**config.mk**
```make
export PLATFORM = sky130hd
export DESIGN_NAME = mem_rr_arbiter
export DESIGN_NICKNAME = d
export VERILOG_FILES = /design/src/rtl/mem_rr_arbiter.sv
export SDC_FILE = /design/constraint.sdc
export NUM_CORES = 1
export LEC_CHECK = 0
export ABC_AREA = 1
export CAP_MARGIN = 25
export CORE_MARGIN = 3
export CORE_UTILIZATION = 41
export CTS_CLUSTER_DIAMETER = 200
export DETAILED_ROUTE_END_ITERATION = 16
export PLACE_DENSITY = 0.86
export SLEW_MARGIN = 20
export SYNTH_ARGS = -nofsm -noshare
export SYNTH_HDL_FRONTEND = slang
export SYNTH_SLANG_ARGS = --single-unit
```
**constraint.sdc**
```tcl
create_clock -name clk -period 1.5 [get_ports clk]
set_input_delay 0.375 -clock clk [delete_from_list [all_inputs] [get_ports clk]]
set_output_delay 0.375 -clock clk [all_outputs]
set_load 0.05 [all_outputs]
```
**src/rtl/mem_rr_arbiter.sv**
```systemverilog
// Round-robin arbiter sharing one single-port RAM between two requesters.
// Request sampled in IDLE; ack pulses 3 cycles later; the losing channel waits, held off until the next IDLE.
module mem_rr_arbiter #(
  parameter int ADDR_W = 10,
  parameter int DATA_W = 8
) (
  input  logic              clk,
  input  logic              reset_p,
  input  logic              req0,
  input  logic              wr0,
  input  logic [ADDR_W-1:0] addr0,
  input  logic [DATA_W-1:0] wdata0,
  output logic              ack0,
  output logic [DATA_W-1:0] rdata0,
  input  logic              req1,
  input  logic              wr1,
  input  logic [ADDR_W-1:0] addr1,
  input  logic [DATA_W-1:0] wdata1,
  output logic              ack1,
  output logic [DATA_W-1:0] rdata1,
  output logic              busy,
  output logic              mem_wr_rd,
  output logic [ADDR_W-1:0] mem_addr,
  output logic [DATA_W-1:0] mem_i_data,
  input  logic [DATA_W-1:0] mem_o_data
);

  typedef enum logic [1:0] {IDLE, ACCESS, CAPTURE, DONE} state_t;

  state_t state;
  logic   grant;
  logic   last_grant;
  logic   op_wr;
  logic   pick;

  // On a tie the channel that did not win last time goes next.
  always_comb begin
    pick = 1'b0;
    if (req0 && req1) pick = ~last_grant;
    else if (req1)    pick = 1'b1;
  end

  always_ff @(posedge clk) begin
    if (reset_p) begin
      state      <= IDLE;
      grant      <= 1'b0;
      last_grant <= 1'b1;
      op_wr      <= 1'b0;
      ack0       <= 1'b0;
      ack1       <= 1'b0;
      rdata0     <= '0;
      rdata1     <= '0;
      busy       <= 1'b0;
      mem_wr_rd  <= 1'b0;
      mem_addr   <= '0;
      mem_i_data <= '0;
    end else begin
      case (state)
        IDLE: begin
          if (req0 || req1) begin
            grant      <= pick;
            last_grant <= pick;
            op_wr      <= pick ? wr1 : wr0;
            mem_wr_rd  <= pick ? wr1 : wr0;
            mem_addr   <= pick ? addr1 : addr0;
            mem_i_data <= pick ? wdata1 : wdata0;
            busy       <= 1'b1;
            state      <= ACCESS;
          end
        end
        ACCESS: begin
          // RAM acts on this edge; drop back to the harmless read default.
          mem_wr_rd <= 1'b0;
          state     <= CAPTURE;
        end
        CAPTURE: begin
          if (grant) begin
            ack1 <= 1'b1;
            if (!op_wr) rdata1 <= mem_o_data;
          end else begin
            ack0 <= 1'b1;
            if (!op_wr) rdata0 <= mem_o_data;
          end
          state <= DONE;
        end
        DONE: begin
          ack0  <= 1'b0;
          ack1  <= 1'b0;
          busy  <= 1'b0;
          state <= IDLE;
        end
        default: state <= IDLE;
      endcase
    end
  end

endmodule

```
Yosys cells after proc, flatten, opt, wreduce, memory -nomap -nowiden

Index checks and enable logic that the tools add are counted.

Equal/unequal tests: 6
Mux-type cells: 15
Bitwise operators: 3
Reduce and logical (&&, ||, !) cells: 13

Operators with widths:

| operator             | count |
|---|---|
| $mux W10             | 1 |
| $reduce_and A2 Y1    | 5 |
| $mux W8              | 1 |
| $pmux W1 S2          | 4 |
| $pmux W2 S4          | 1 |
| $mux W1              | 7 |
| $ne A2 B2 Y1 const B | 3 |
| $reduce_and A3 Y1    | 2 |
| $reduce_bool A2 Y1   | 3 |
| $eq A2 B2 Y1 const B | 2 |
| $not A1 Y1           | 3 |
| $eq A2 B1 Y1 const B | 1 |
| $logic_not A2 Y1     | 1 |
| $mux W2              | 1 |
| $logic_and A1 B1 Y1  | 1 |
| $logic_or A1 B1 Y1   | 1 |

Register bits after elaboration: 43
Input bits: 50
Output and inout bits: 38

Depth between registers and ports, before layout

Gate-level depths: netlist (run 1).

Word-level depth: 5
Depth in mapped cells: 9

Worst setup path before layout (run 1)

OpenSTA, ideal clock, no wires.

Path type: reg-to-reg
Start: register state[0]
End: register mem_addr[1]
Arrival time: 1.193 ns
Data required time: 1.382 ns
Slack: 0.189 ns
Stages on the path, launching flop included: 10
Path buffers: 2
Cell sequence: dfxtp_1 > inv_1 > ha_1 > inv_1 > nor2_4 > buf_6 > buf_8 > nand2_1 > nor2_1 > nor2_1

Longest elaborated chain between the ends: 2

Ends and longest elaborated chain:

| what                        | RTL line | RTL |
|---|---|---|
| start: declaration          | 30       | `state_t state;` |
| start signal: assignment    | 45       | `state <= IDLE;` |
| start signal: assignment    | 68       | `state <= ACCESS;` |
| start signal: assignment    | 74       | `state <= CAPTURE;` |
| $logic_not A2 Y1            | 58       | `case (state)` |
| $reduce_and A2 Y1 (no line) | n/a      |  |
| end signal: assignment      | 65       | `mem_addr <= pick ? addr1 : addr0;` |
| end: declaration            | 23       | `output logic [ADDR_W-1:0] mem_addr,` |

Every way passes these cells.
A chain may end at the register's enable or synchronous reset.

Worst setup path in the final report (run 1)

Start: register state[1]
End: register rdata1[1]

Longest elaborated chain between the ends: 2

Ends and longest elaborated chain:

| what                        | RTL line | RTL |
|---|---|---|
| $eq A2 B2 Y1                | 58       |  |
| $reduce_and A3 Y1 (no line) | n/a      |  |
| end signal: assignment      | 79       | `if (!op_wr) rdata1 <= mem_o_data;` |
| end: declaration            | 20       | `output logic [DATA_W-1:0] rdata1,` |

Every way passes these cells.

==> results of run 1 <==
[sequential cells by signal, summed over array words and instances, names as in the netlist, 2 cells and up]
name,count
mem_addr,10
mem_i_data,8
rdata0,8
rdata1,8
state,2
[synth_stat cells]
library cell	count	area share [%]
nor2_1	90	18
nand2_1	47	9.2
dfxtp_1	43	45
o21ai_0	38	9.9
inv_1	31	6.1
a21oi_1	6	1.6
ha_1	5	3.3
nand3_1	5	1.3
buf_2	4	1.0
nor2_2	3	0.98
buf_4	2	0.78
nand2_2	2	0.65
a211oi_1	1	0.39
buf_1	1	0.19
buf_6	1	0.59
buf_8	1	0.78
clkbuf_1	1	0.19
clkbuf_2	1	0.26
nor2_4	1	0.59
[worst max-delay path by stage]
stage / cells after the start / slack [ns] / to / start
final: 6 / 0.07 / rdata1[1] / state[1]
after global routing: 7 / -0.02 / rdata1[1] / state[0]
after CTS: 7 / 0.002 / rdata1[5] / state[0]
after global placement: 7 / -0.11 / mem_addr[4] / req1
after floorplan: 9 / 0.19 / mem_addr[1] / state[0]
after detailed placement: 7 / -0.17 / mem_addr[5] / req1
[kinds of logic after synthesis]
family | synth area share (%)
AND/OR/NAND/NOR | 30.25
flip-flops | 44.76
adder cells (fa/ha/maj) | 3.253
buffers and inverters | 9.888
AO/OA/AOI/OAI | 11.84
[report_power, final]
| group | leakage [µW] | internal [µW] | switching [µW] |
|---|---|---|---|
| logic | 0.00119 | 1520 | 1730 |
| registers | 0.000354 | 1460 | 323 |
| clock network | 0.0000422 | 327 | 375 |
[critical path: cells and delay by family, from the launching register on]
kind,cells,cell delay (ns)
fa+ha+maj,1,0.23
simple gates,4,0.48
buf+inv,1,0.23
flops,1,0.38
[metrics by stage]
step           setup TNS, ns  hold slack [ns]  power [µW]
2_1_floorplan              0           0.4287        3415
3_3_place_gp          -1.946           0.4483        4938
3_5_place_dp          -3.781           0.4593        5010
4_1_cts                    0           0.4795        5741
5_1_grt             -0.03082           0.5283        6049
6_report                   0           0.4815        5732
[what timing repair did]
item,CTS,global route
setup buffers,0,4
pin swaps,0,4
endpoints found under the hold margin,0,0
setup endpoints to repair,16,27
gates resized for setup,2,11
[layer usage]
layer	wire length (µm)	vias up	part of all wire, %	GRT usage (%)
met3	443	6	8.2	7.162
met2	2531	73	47	31.71
met5	0	-	0	0
met1	2333	897	43	23.36
met4	61	0	1.1	6.126
li1	-	1059	-	-
[cell type report]
| class | count | area share [%] |
|---|---|---|
| clock buffer | 7 | 2.227 |
| clock inverter | 1 | 0.1460 |
| inverter | 31 | 3.505 |
| multi-input combinational | 198 | 26.25 |
| sequential | 43 | 25.12 |
| tap | 52 | 1.899 |
| timing repair buffer | 103 | 40.85 |
==> summary.md, run 1 <==
| Metric | Value |
|---|---|
| Synth Area per Inst | between 6 and 7 µm² |
| Worst Path Arrival | 1.62 ns |
| Commonest cells after routing, fill and taps aside | nor2_1 (86), clkdlybuf4s50_1 (49), nand2_1 (46) |
| Crit share post-route | approximately 95% |
| TritonRoute pass-1 iters | 4 |
| Commonest non-fill, non-tap cell in the layout | nor2_1 |
| Antenna Nets Post-Route | 0 |
| Reg-to-Reg Start | state[1] |
| DRC | 0 |
| Layout Utilization | between 70% and 80% |
| Synth Instances | ~280 |
| Worst R2R Setup Slack | between 0.06 and 0.07 ns |
| Syn-to-layout area delta | 78.20% |
| Placed Instances | 423 |
| Crit path capture type | flip-flop |
| Design Area, Final | about 3400 µm² |
| Final Net Count | 437 |
| Worst skew pair latency | a little under 0.3 ns |
| Maximum vdd drop | 0.8808 mV |
| HPWL after detailed placement | 3.976 mm |
| Fillers | approximately 280 |
| Number of global-route vias before repair | between 1500 and 2000 |
| F_max | between 0.6 and 0.7 GHz |
| Slew headroom | between 80% and 90% |
| #FFs+latches synth | 43 |
| Multi-input logic area | roughly 900 µm² |
| Die height | 74.49 µm |
| Starting Density | a little over two fifths |
| Cell Area, Placed | about 3300 µm² |
| Worst Path Required | about 1.7 ns |
| IO Port Bufs | a little under 90 |
| Pwr Density | 1673 nW/µm² |
| Share of the yosys chip area belonging to registers | 44.76% |
| Post-Syn Area | roughly 1900 µm² |
| CP max stage cell | dfxtp_1 |
| Hold Crit Endpoint | last_grant |
| 1st-iter DRT viols | 68 |
| Row count | 24 |
| Worst Tran Pin Value | around 0.22 ns |
| Vias | slightly above 2000 |
| HP Class | reg2reg |
| Die area | 5548 µm² |
| FF-to-FF End | rdata1[1] |
| IO Pins | between 80 and 90 |
| Max Clock Skew | about 0.0018 ns |
| R2R depth | 6 |
| # setup viols final | 0 |
| Static Leakage | ~0.0016 µW |
| Run status | completed |
| RePlAce Congestion | roughly 0.8 |
| Register area | 860.8 µm² |
| Chip Width | around 74 µm |
| Clock Path Buffers | 2 |
| Routed WL | ~5.4 mm |
| Hold_sp | last_grant |
| Vias per inst | ~4.7 |
| Ant diodes | 0 |
| CP max FO | 8 |
| Final Hold Viols | 0 |
| CP Launch Type | flip-flop |
| Finished Layout Cells | between 400 and 500 |
| Crit Path Class | reg2reg |
| Synth unique cells | 19 |
| Core ar. | 4444 µm² |
| Root Driver | clkbuf_8 |
| Mapped Nets | about 340 |
| Synth Warn # | 0 |
| Final min period | approximately 1.4 ns |
| CTS Hold Bufs | 0 |
| Gr ovfl total | 0 |
| Max cap viols | 0 |
| Slowest Stage Delay on Critical Path | between 0.3 and 0.4 ns |
| Sequence of cells on the critical path | ha_2 > nand2_2 > nor2_4 > clkinvlp_4 > nor2_1 > nor2_1 |
| Overall routing resource usage | approximately a fifth |
| CTS tree | built |
| Clock-pin slew of the registers on the worst-case setup and hold paths | approximately 0.080 ns |
| Worst slack, placed | -0.1684 ns |
| Most used cell, CP | nor2_1 |
| CTS buffer count | 5 |
| H-tree Lvls | 2 |
| Largest net degree at the start of global routing | 31 |
| Max-slew violation count | 0 |
| Hold path cells | 2 |
| Antenna violations before repair | 0 |
| Share of layout cells above drive strength 1 | 19.84% |
| Worst Setup Slack, final | about 0.068 ns |
| CTS sink count | 43 |
| First-pass GRT wire length | approximately 8.3 mm |
| Wire length per cell | approximately 12 µm |
Note: power is estimated with default switching activity, not from simulation.
==> run 2, diff against run 1 <==
--- a/config.mk
+++ b/config.mk
@@ -12,7 +12,6 @@
 export CTS_CLUSTER_DIAMETER = 200
 export DETAILED_ROUTE_END_ITERATION = 16
 export PLACE_DENSITY = 0.86
-export SLEW_MARGIN = 20
 export SYNTH_ARGS = -nofsm -noshare
 export SYNTH_HDL_FRONTEND = slang
 export SYNTH_SLANG_ARGS = --single-unit
==> results of run 2 <==
Same layout as run 1: the final DEF is identical, and so are final timing and power.
